===== src/rtl/fp_pair_sum_ctrl.sv =====
// fp_pair_sum_ctrl
// Master-side sequencer for the operand path: reads ROM word pairs (2k, 2k+1), feeds them to a
// passive multi-cycle adder, and writes each sum to RAM[k]. When idle, a host can read a RAM
// word back through a request/valid port. Every output is a register.
//
// Ports
//   clk, rst_n        clock, asynchronous active-low reset
//   start_i           begin a run (sampled in idle only)
//   busy_o, done_o    run in progress / one-cycle completion pulse
//   rom_addr_o/oe_o   ROM address and output enable; rom_data_i is combinational read data
//   add_op1/2_o       adder operands, add_en_o adder enable, add_sum_i adder result
//   ram_addr_o        RAM word address
//   ram_rw_o          RAM write strobe (level-sensitive)
//   ram_oe_o          RAM read enable
//   ram_wdata_o       RAM write data
//   ram_rdata_i       RAM read data (combinational)
//   rd_req_i          host readback request (sampled in idle when start_i is low)
//   rd_addr_i         host readback address
//   rd_valid_o        one-cycle pulse marking rd_data_o valid
//   rd_data_o         readback data
module fp_pair_sum_ctrl #(
    parameter int unsigned NPAIRS  = 4,
    parameter int unsigned ADD_LAT = 2
) (
    input  logic        clk,
    input  logic        rst_n,
    input  logic        start_i,
    output logic        busy_o,
    output logic        done_o,
    output logic [2:0]  rom_addr_o,
    output logic        rom_oe_o,
    input  logic [31:0] rom_data_i,
    output logic [31:0] add_op1_o,
    output logic [31:0] add_op2_o,
    output logic        add_en_o,
    input  logic [31:0] add_sum_i,
    output logic [1:0]  ram_addr_o,
    output logic        ram_rw_o,
    output logic        ram_oe_o,
    output logic [31:0] ram_wdata_o,
    input  logic [31:0] ram_rdata_i,
    input  logic        rd_req_i,
    input  logic [1:0]  rd_addr_i,
    output logic        rd_valid_o,
    output logic [31:0] rd_data_o
);

    localparam int unsigned LatW = (ADD_LAT > 1) ? $clog2(ADD_LAT) : 1;

    typedef enum logic [3:0] {
        StIdle, StFetchA, StFetchB, StLatchB, StAdd,
        StWrSetup, StWr, StWrHold, StRd, StRdOut
    } state_e;

    state_e            state_q;
    logic [1:0]        k_q;
    logic [LatW-1:0]   lat_cnt_q;
    logic              busy_q, done_q, rom_oe_q, add_en_q, ram_rw_q, ram_oe_q, rd_valid_q;
    logic [2:0]        rom_addr_q;
    logic [1:0]        ram_addr_q;
    logic [31:0]       add_op1_q, add_op2_q, ram_wdata_q, rd_data_q;

    // Outputs are set on the edge that enters a state, so each state's outputs are stable for
    // the whole time the FSM sits in it.
    always_ff @(posedge clk or negedge rst_n) begin
        if (!rst_n) begin
            state_q     <= StIdle;
            k_q         <= '0;
            lat_cnt_q   <= '0;
            busy_q      <= 1'b0;
            done_q      <= 1'b0;
            rom_oe_q    <= 1'b0;
            add_en_q    <= 1'b0;
            ram_rw_q    <= 1'b0;
            ram_oe_q    <= 1'b0;
            rd_valid_q  <= 1'b0;
            rom_addr_q  <= '0;
            ram_addr_q  <= '0;
            add_op1_q   <= '0;
            add_op2_q   <= '0;
            ram_wdata_q <= '0;
            rd_data_q   <= '0;
        end else begin
            done_q     <= 1'b0;
            rd_valid_q <= 1'b0;
            unique case (state_q)
                StIdle: begin
                    if (start_i) begin
                        state_q    <= StFetchA;
                        k_q        <= '0;
                        busy_q     <= 1'b1;
                        rom_addr_q <= 3'd0;
                        rom_oe_q   <= 1'b1;
                    end else if (rd_req_i) begin
                        state_q    <= StRd;
                        ram_addr_q <= rd_addr_i;
                        ram_rw_q   <= 1'b0;
                        ram_oe_q   <= 1'b1;
                    end
                end
                StFetchA: begin
                    add_op1_q  <= rom_data_i;
                    rom_addr_q <= {k_q, 1'b1};
                    state_q    <= StFetchB;
                end
                StFetchB: begin
                    add_op2_q <= rom_data_i;
                    rom_oe_q  <= 1'b0;
                    state_q   <= StLatchB;
                end
                StLatchB: begin
                    add_en_q  <= 1'b1;
                    lat_cnt_q <= '0;
                    state_q   <= StAdd;
                end
                StAdd: begin
                    if (lat_cnt_q == LatW'(ADD_LAT - 1)) begin
                        ram_wdata_q <= add_sum_i;
                        ram_addr_q  <= k_q;
                        ram_rw_q    <= 1'b0;
                        add_en_q    <= 1'b0;
                        state_q     <= StWrSetup;
                    end else begin
                        lat_cnt_q <= lat_cnt_q + LatW'(1);
                    end
                end
                StWrSetup: begin
                    ram_rw_q <= 1'b1;
                    state_q  <= StWr;
                end
                StWr: begin
                    ram_rw_q <= 1'b0;
                    state_q  <= StWrHold;
                end
                StWrHold: begin
                    if (k_q != 2'(NPAIRS - 1)) begin
                        k_q        <= k_q + 2'd1;
                        rom_addr_q <= {k_q + 2'd1, 1'b0};
                        rom_oe_q   <= 1'b1;
                        state_q    <= StFetchA;
                    end else begin
                        busy_q  <= 1'b0;
                        done_q  <= 1'b1;
                        state_q <= StIdle;
                    end
                end
                StRd: begin
                    rd_data_q  <= ram_rdata_i;
                    rd_valid_q <= 1'b1;
                    ram_oe_q   <= 1'b0;
                    state_q    <= StRdOut;
                end
                StRdOut: begin
                    state_q <= StIdle;
                end
                default: begin
                    state_q <= StIdle;
                end
            endcase
        end
    end

    assign busy_o      = busy_q;
    assign done_o      = done_q;
    assign rom_addr_o  = rom_addr_q;
    assign rom_oe_o    = rom_oe_q;
    assign add_op1_o   = add_op1_q;
    assign add_op2_o   = add_op2_q;
    assign add_en_o    = add_en_q;
    assign ram_addr_o  = ram_addr_q;
    assign ram_rw_o    = ram_rw_q;
    assign ram_oe_o    = ram_oe_q;
    assign ram_wdata_o = ram_wdata_q;
    assign rd_valid_o  = rd_valid_q;
    assign rd_data_o   = rd_data_q;

endmodule


===== config.mk =====
export PLATFORM = sky130hd
export DESIGN_NAME = fp_pair_sum_ctrl
export DESIGN_NICKNAME = d
export VERILOG_FILES = /design/src/rtl/fp_pair_sum_ctrl.sv
export SDC_FILE = /design/constraint.sdc
export NUM_CORES = 1
export LEC_CHECK = 0
export ABC_AREA = 1
export BUFFER_PORTS_ARGS = -buffer_cell sky130_fd_sc_hd__buf_2
export CAP_MARGIN = 30
export CORE_UTILIZATION = 30
export DETAILED_ROUTE_END_ITERATION = 10
export GPL_TIMING_DRIVEN = 0
export PLACE_DENSITY = 0.58
export SETUP_SLACK_MARGIN = 0.4
export SLEW_MARGIN = 10
export SYNTH_ARGS = -nofsm -noshare
export SYNTH_HDL_FRONTEND = slang
export SYNTH_SLANG_ARGS = --single-unit

===== constraint.sdc =====
create_clock -name clk -period 1.5 [get_ports clk]
set_input_delay 0 -clock clk [delete_from_list [all_inputs] [get_ports clk]]
set_output_delay 0 -clock clk [all_outputs]
set_load 0.03 [all_outputs]

==> results.md <==
- The origin of the critical flop-to-flop path is state_q[3].
- The number of failing setup endpoints in the final timing report is 0.
- The number of standard cells in the layout, taps in and fillers out is 1,257.
- Dividing the synthesized area by the synthesized cell count gives 9.20 um2.
- In this run the worst setup path begins at state_q[3].
- Power spread over the standard cell area amounts to 2400 nW/um2.
- The post-detailed-placement half-perimeter wirelength is 10.8 mm.
- The sequential share of the synthesized area is 64.7%.
- The boundary pin count is 242.
- From synthesis to final layout, the design area changed by 76.2%.
- The endpoint class of the critical path is a register.
- The proportion of register bits with asynchronous set or reset after synthesis is 100%.
- The flow ran to the end, and the final reports show no timing, DRC or antenna violations.
- Once detail routing completed, the nets flagged for antenna violations numbered 0.
- The first TritonRoute pass finished after 4 iterations.
- In this run the vertical extent of the chip is 140 um.
- For the pin with the worst max-slew slack, the measured transition is 487 ps.
- The number of synthesized flops with an enable pin is 0.
- The clock root buffer master is sky130_fd_sc_hd__clkbuf_16.
- Of the total power, the share spent switching nets is 45.2%.
- In the routed design, unresolved DRC markers number 0.
- The number of synthesis warnings is 0.
- The max-slew violation count is 0.
- By area the synthesized netlist is led by sky130_fd_sc_hd__dfrtp_1 65%, sky130_fd_sc_hd__nand2_1 19%, sky130_fd_sc_hd__o21ai_0 4.7%.
- The proportion of power drawn by flip-flops and latches is 29.8%.
- The number of antenna violations at the first check in global routing is 0.
- In the final design database the tool counted 1,119 nets.
- Buffers inserted during clock tree synthesis total 17.
- The relative slew slack is 67.5%.
- The maximum clock path buffer count is 2.
- The mapped netlist covers 5690 um2.
- Synthesis produced a netlist with a net count of 721.
- The floorplan step defined a die boundary enclosing 19,500 um2.
- TritonCTS built the clock tree.
- Dividing the detail-routed via count by the number of cells gives 4.41.
- Between clock sinks in the finished design, the worst skew comes to 7.43 ps.
- The clock network burns 18.0% of the power.
- The startpoint identified for the worst hold timing path is rd_req_i.
- The wire length per cell after detailed routing is 14.3 um.
- The total negative slack is 0 ps.
- The part of the power in combinational logic is 52.2%.
- The worst register-to-register path has a depth of 8.
- The initial utilization of the core area, before any placement, comes to 31.1%.
- The terminating pin of the worst hold path is state_q[0].
- The tool flagged a number of max-cap violations equal to 0.
- The clock-pin slew of the registers on the worst-case setup and hold paths is 60 ps.
- The register-to-register setup slack is 130 ps.
- The clock latency of the later-clocked register in the worst-skew pair is 410 ps.
- The maximum number of pins on one net before global-route repair is 87.
- The biggest fanout along the worst timing path is 5.
- The number of hold-slack violations in the final timing report came to 0.
- The worst hold path depth is 5.
- The total number of vias is 5,541.
- The cell taking the most area after synthesis is sky130_fd_sc_hd__dfrtp_1.
- The most used flip-flop cell after synthesis is sky130_fd_sc_hd__dfrtp_1.
- For this design the total switching power over the nets is 10.9 mW.
- The violation count after the first detailed-route iteration is 192.
- The flip-flop and latch count after synthesis is 147.
- The leakage power of the design is 5.28 nW.
- The number of inserted diodes is 0.
- Of the cells placed in the final design, the portion with a size suffix greater than 1 is 45.1%.
- Global routing used 18.3% of the available tracks.
- The count of distinct cell types in the synthesized netlist is 20.
- Derived from the worst setup path, the maximum achievable clock frequency is 730 MHz.
- After detailed placement, the design holds a cell count of 1,089.
- The clock period minus worst slack is 1370 ps.
- The hold slack is 31.1 ps.
- The critical path launch point type is a register.
- The critical path in this run is classified as register to register.
- The proportion of netlist area held by the largest area contributor is 64.7%.
- Counting every instance in the synthesized netlist gives 618.
- The maximum level of the CTS H-tree is 4.
- In this run the horizontal extent of the chip is 140 um.
- After detailed routing, the total wire length is 18.0 mm.
- The total overflow left after global routing is 0.
- The design internal power is 13.2 mW.
- STA puts the critical path data arrival time at 1670 ps.
- The final critical-path share of the clock period is 91.3%.
- The worst-case vdd ir drop is 1.32 mV.
- The number of global-route vias before repair was 5,526.
- Setup repair after global routing could not meet its margin everywhere.
- The placeable core region is 18,300 um2.
- The congestion estimate from routability-driven global placement came to 0.761.
- The number of standard-cell rows in the floorplan is 49.
- Port buffering added 241 buffers.
- The wire length of the first global-routing pass is 28.2 mm.
- The required time of the worst setup path is 1800 ps.
- The worst register-to-register path ends at ram_wdata_o[7].
- Counting every sink on the clock net gives 147.
- In this run the worst hold path is classified as input port to register.
[per-layer routing]
metal	vias to the layer above	track usage (%)	share of wire, %	wire length (um)
met4	0	6.13	1.3	239
li1	2723	-	-	-
met2	170	30.8	50	8960
met1	2635	22.5	43	7740
met3	13	5.30	5.7	1020
met5	-	0	0	0
[state kept, by name (all words and copies together) (netlist names)]
register     flops
rom_oe_o         1
k_q              2
add_op2_o       32
ram_addr_o       2
add_en_o         1
add_op1_o       32
rd_valid_o       1
ram_oe_o         1
rom_addr_o       3
ram_rw_o         1
busy_o           1
ram_wdata_o     32
lat_cnt_q        1
state_q          4
rd_data_o       32
done_o           1
[critical path, cell delays in order (launching register included)]
cell                      delay (ps)
sky130_fd_sc_hd__dfrtp_2         460
sky130_fd_sc_hd__nor2_4          170
sky130_fd_sc_hd__nand2_4          70
sky130_fd_sc_hd__nor2_4          110
sky130_fd_sc_hd__inv_4            70
sky130_fd_sc_hd__buf_12          130
sky130_fd_sc_hd__buf_8           130
sky130_fd_sc_hd__nand2_2          60
sky130_fd_sc_hd__nand2_1          50
[cells by family (layout without fill, tap and decap cells)]
kind of cell | count (synthesis) | in the layout | share of synthesized area, %
DFF | 147 | 147 | 64.7
and+or+nand+nor | 318 | 318 | 22.0
buffers and inverters | 75 | 485 | 6.25
AOI/OAI and AO/OA | 77 | 77 | 6.82
adders and majority gates | 1 | 1 | 0.220
[placed cells by master (no fill, tap or decap), types with 6 or more instances in the layout]
cell type / netlist / routed
sky130_fd_sc_hd__o21ai_1: 23 / 24
sky130_fd_sc_hd__buf_6: 7 / 22
sky130_fd_sc_hd__buf_4: 4 / 15
sky130_fd_sc_hd__clkbuf_16: 0 / 21
sky130_fd_sc_hd__clkbuf_8: 0 / 6
sky130_fd_sc_hd__dfrtp_1: 147 / 144
sky130_fd_sc_hd__dlygate4sd3_1: 0 / 100
sky130_fd_sc_hd__buf_8: 0 / 10
sky130_fd_sc_hd__o21ai_2: 0 / 27
sky130_fd_sc_hd__inv_1: 44 / 43
sky130_fd_sc_hd__nand2_2: 3 / 48
sky130_fd_sc_hd__o21ai_0: 53 / 25
sky130_fd_sc_hd__nor2_4: 3 / 7
sky130_fd_sc_hd__nand2_1: 293 / 219
sky130_fd_sc_hd__buf_2: 5 / 241
sky130_fd_sc_hd__nand2_4: 0 / 28
[per-stage QoR]
stage / cell area [um2] / setup WS (ps) / utilization (%) / power, mW
after floorplan: 5720 / 234 / - / 13.4
after global placement: 7210 / -2120 / 39.5 / 16.4
after detailed placement: 7250 / -67.8 / 39.7 / 16.6
after CTS: 9540 / 136 / 52.2 / 22.9
after global routing: 10000 / 66.8 / 54.9 / 25.5
final: 10000 / 130 / 54.9 / 24.0
[power by group through the flow]
stage	Sequential [mW]	Clock [mW]	Combinational, mW
CTS	6.96	4.46	11.5
finish	7.17	4.33	12.5
global placement	6.87	0	9.57
global route	7.40	4.64	13.5
floorplan	10.5	0	2.96
detailed placement	6.90	0	9.71
[cell usage after synthesis (2+ instances only)]
library cell	instances
sky130_fd_sc_hd__buf_6	7
sky130_fd_sc_hd__inv_1	44
sky130_fd_sc_hd__nand3_1	6
sky130_fd_sc_hd__o21ai_0	53
sky130_fd_sc_hd__clkbuf_1	10
sky130_fd_sc_hd__nor2_4	3
sky130_fd_sc_hd__nor3_1	2
sky130_fd_sc_hd__nand4_1	2
sky130_fd_sc_hd__o21ai_1	23
sky130_fd_sc_hd__buf_4	4
sky130_fd_sc_hd__nand2_2	3
sky130_fd_sc_hd__buf_2	5
sky130_fd_sc_hd__nand2_1	293
sky130_fd_sc_hd__nor2_1	6
sky130_fd_sc_hd__nand3_2	2
sky130_fd_sc_hd__inv_2	5
sky130_fd_sc_hd__dfrtp_1	147
[how the worst max path moves through the flow]
stage                       to  slack [ps]  cells past startpoint
5_1_grt        ram_wdata_o[28]          70                      8
4_1_cts          rd_data_o[13]         140                      7
3_3_place_gp        state_q[3]       -2120                      1
2_1_floorplan  ram_wdata_o[10]         230                      7
3_5_place_dp     rd_data_o[24]         -70                      6
6_report        ram_wdata_o[7]         130                      8
[repair_timing]
action / in CTS / in global routing
endpoints found under the hold margin: 196 / 0
endpoints found under the setup margin: 143 / 145
pin swaps: 16 / 29
cloned: 7 / 2
gates resized for setup: 120 / 130
buffers inserted: 25 / 3
hold buffers: 100 / 0
[layout make-up]
class / count / area (um2)
buffer: 26 / 372
inverter: 49 / 196
fill: 1588 / 8250
tap: 229 / 287
sequential: 147 / 3680
clock inverter: 13 / 161
multi-input combinational: 396 / 2180
timing repair buffer: 379 / 2710
clock buffer: 18 / 439
Power figures use the tool's default switching activity.
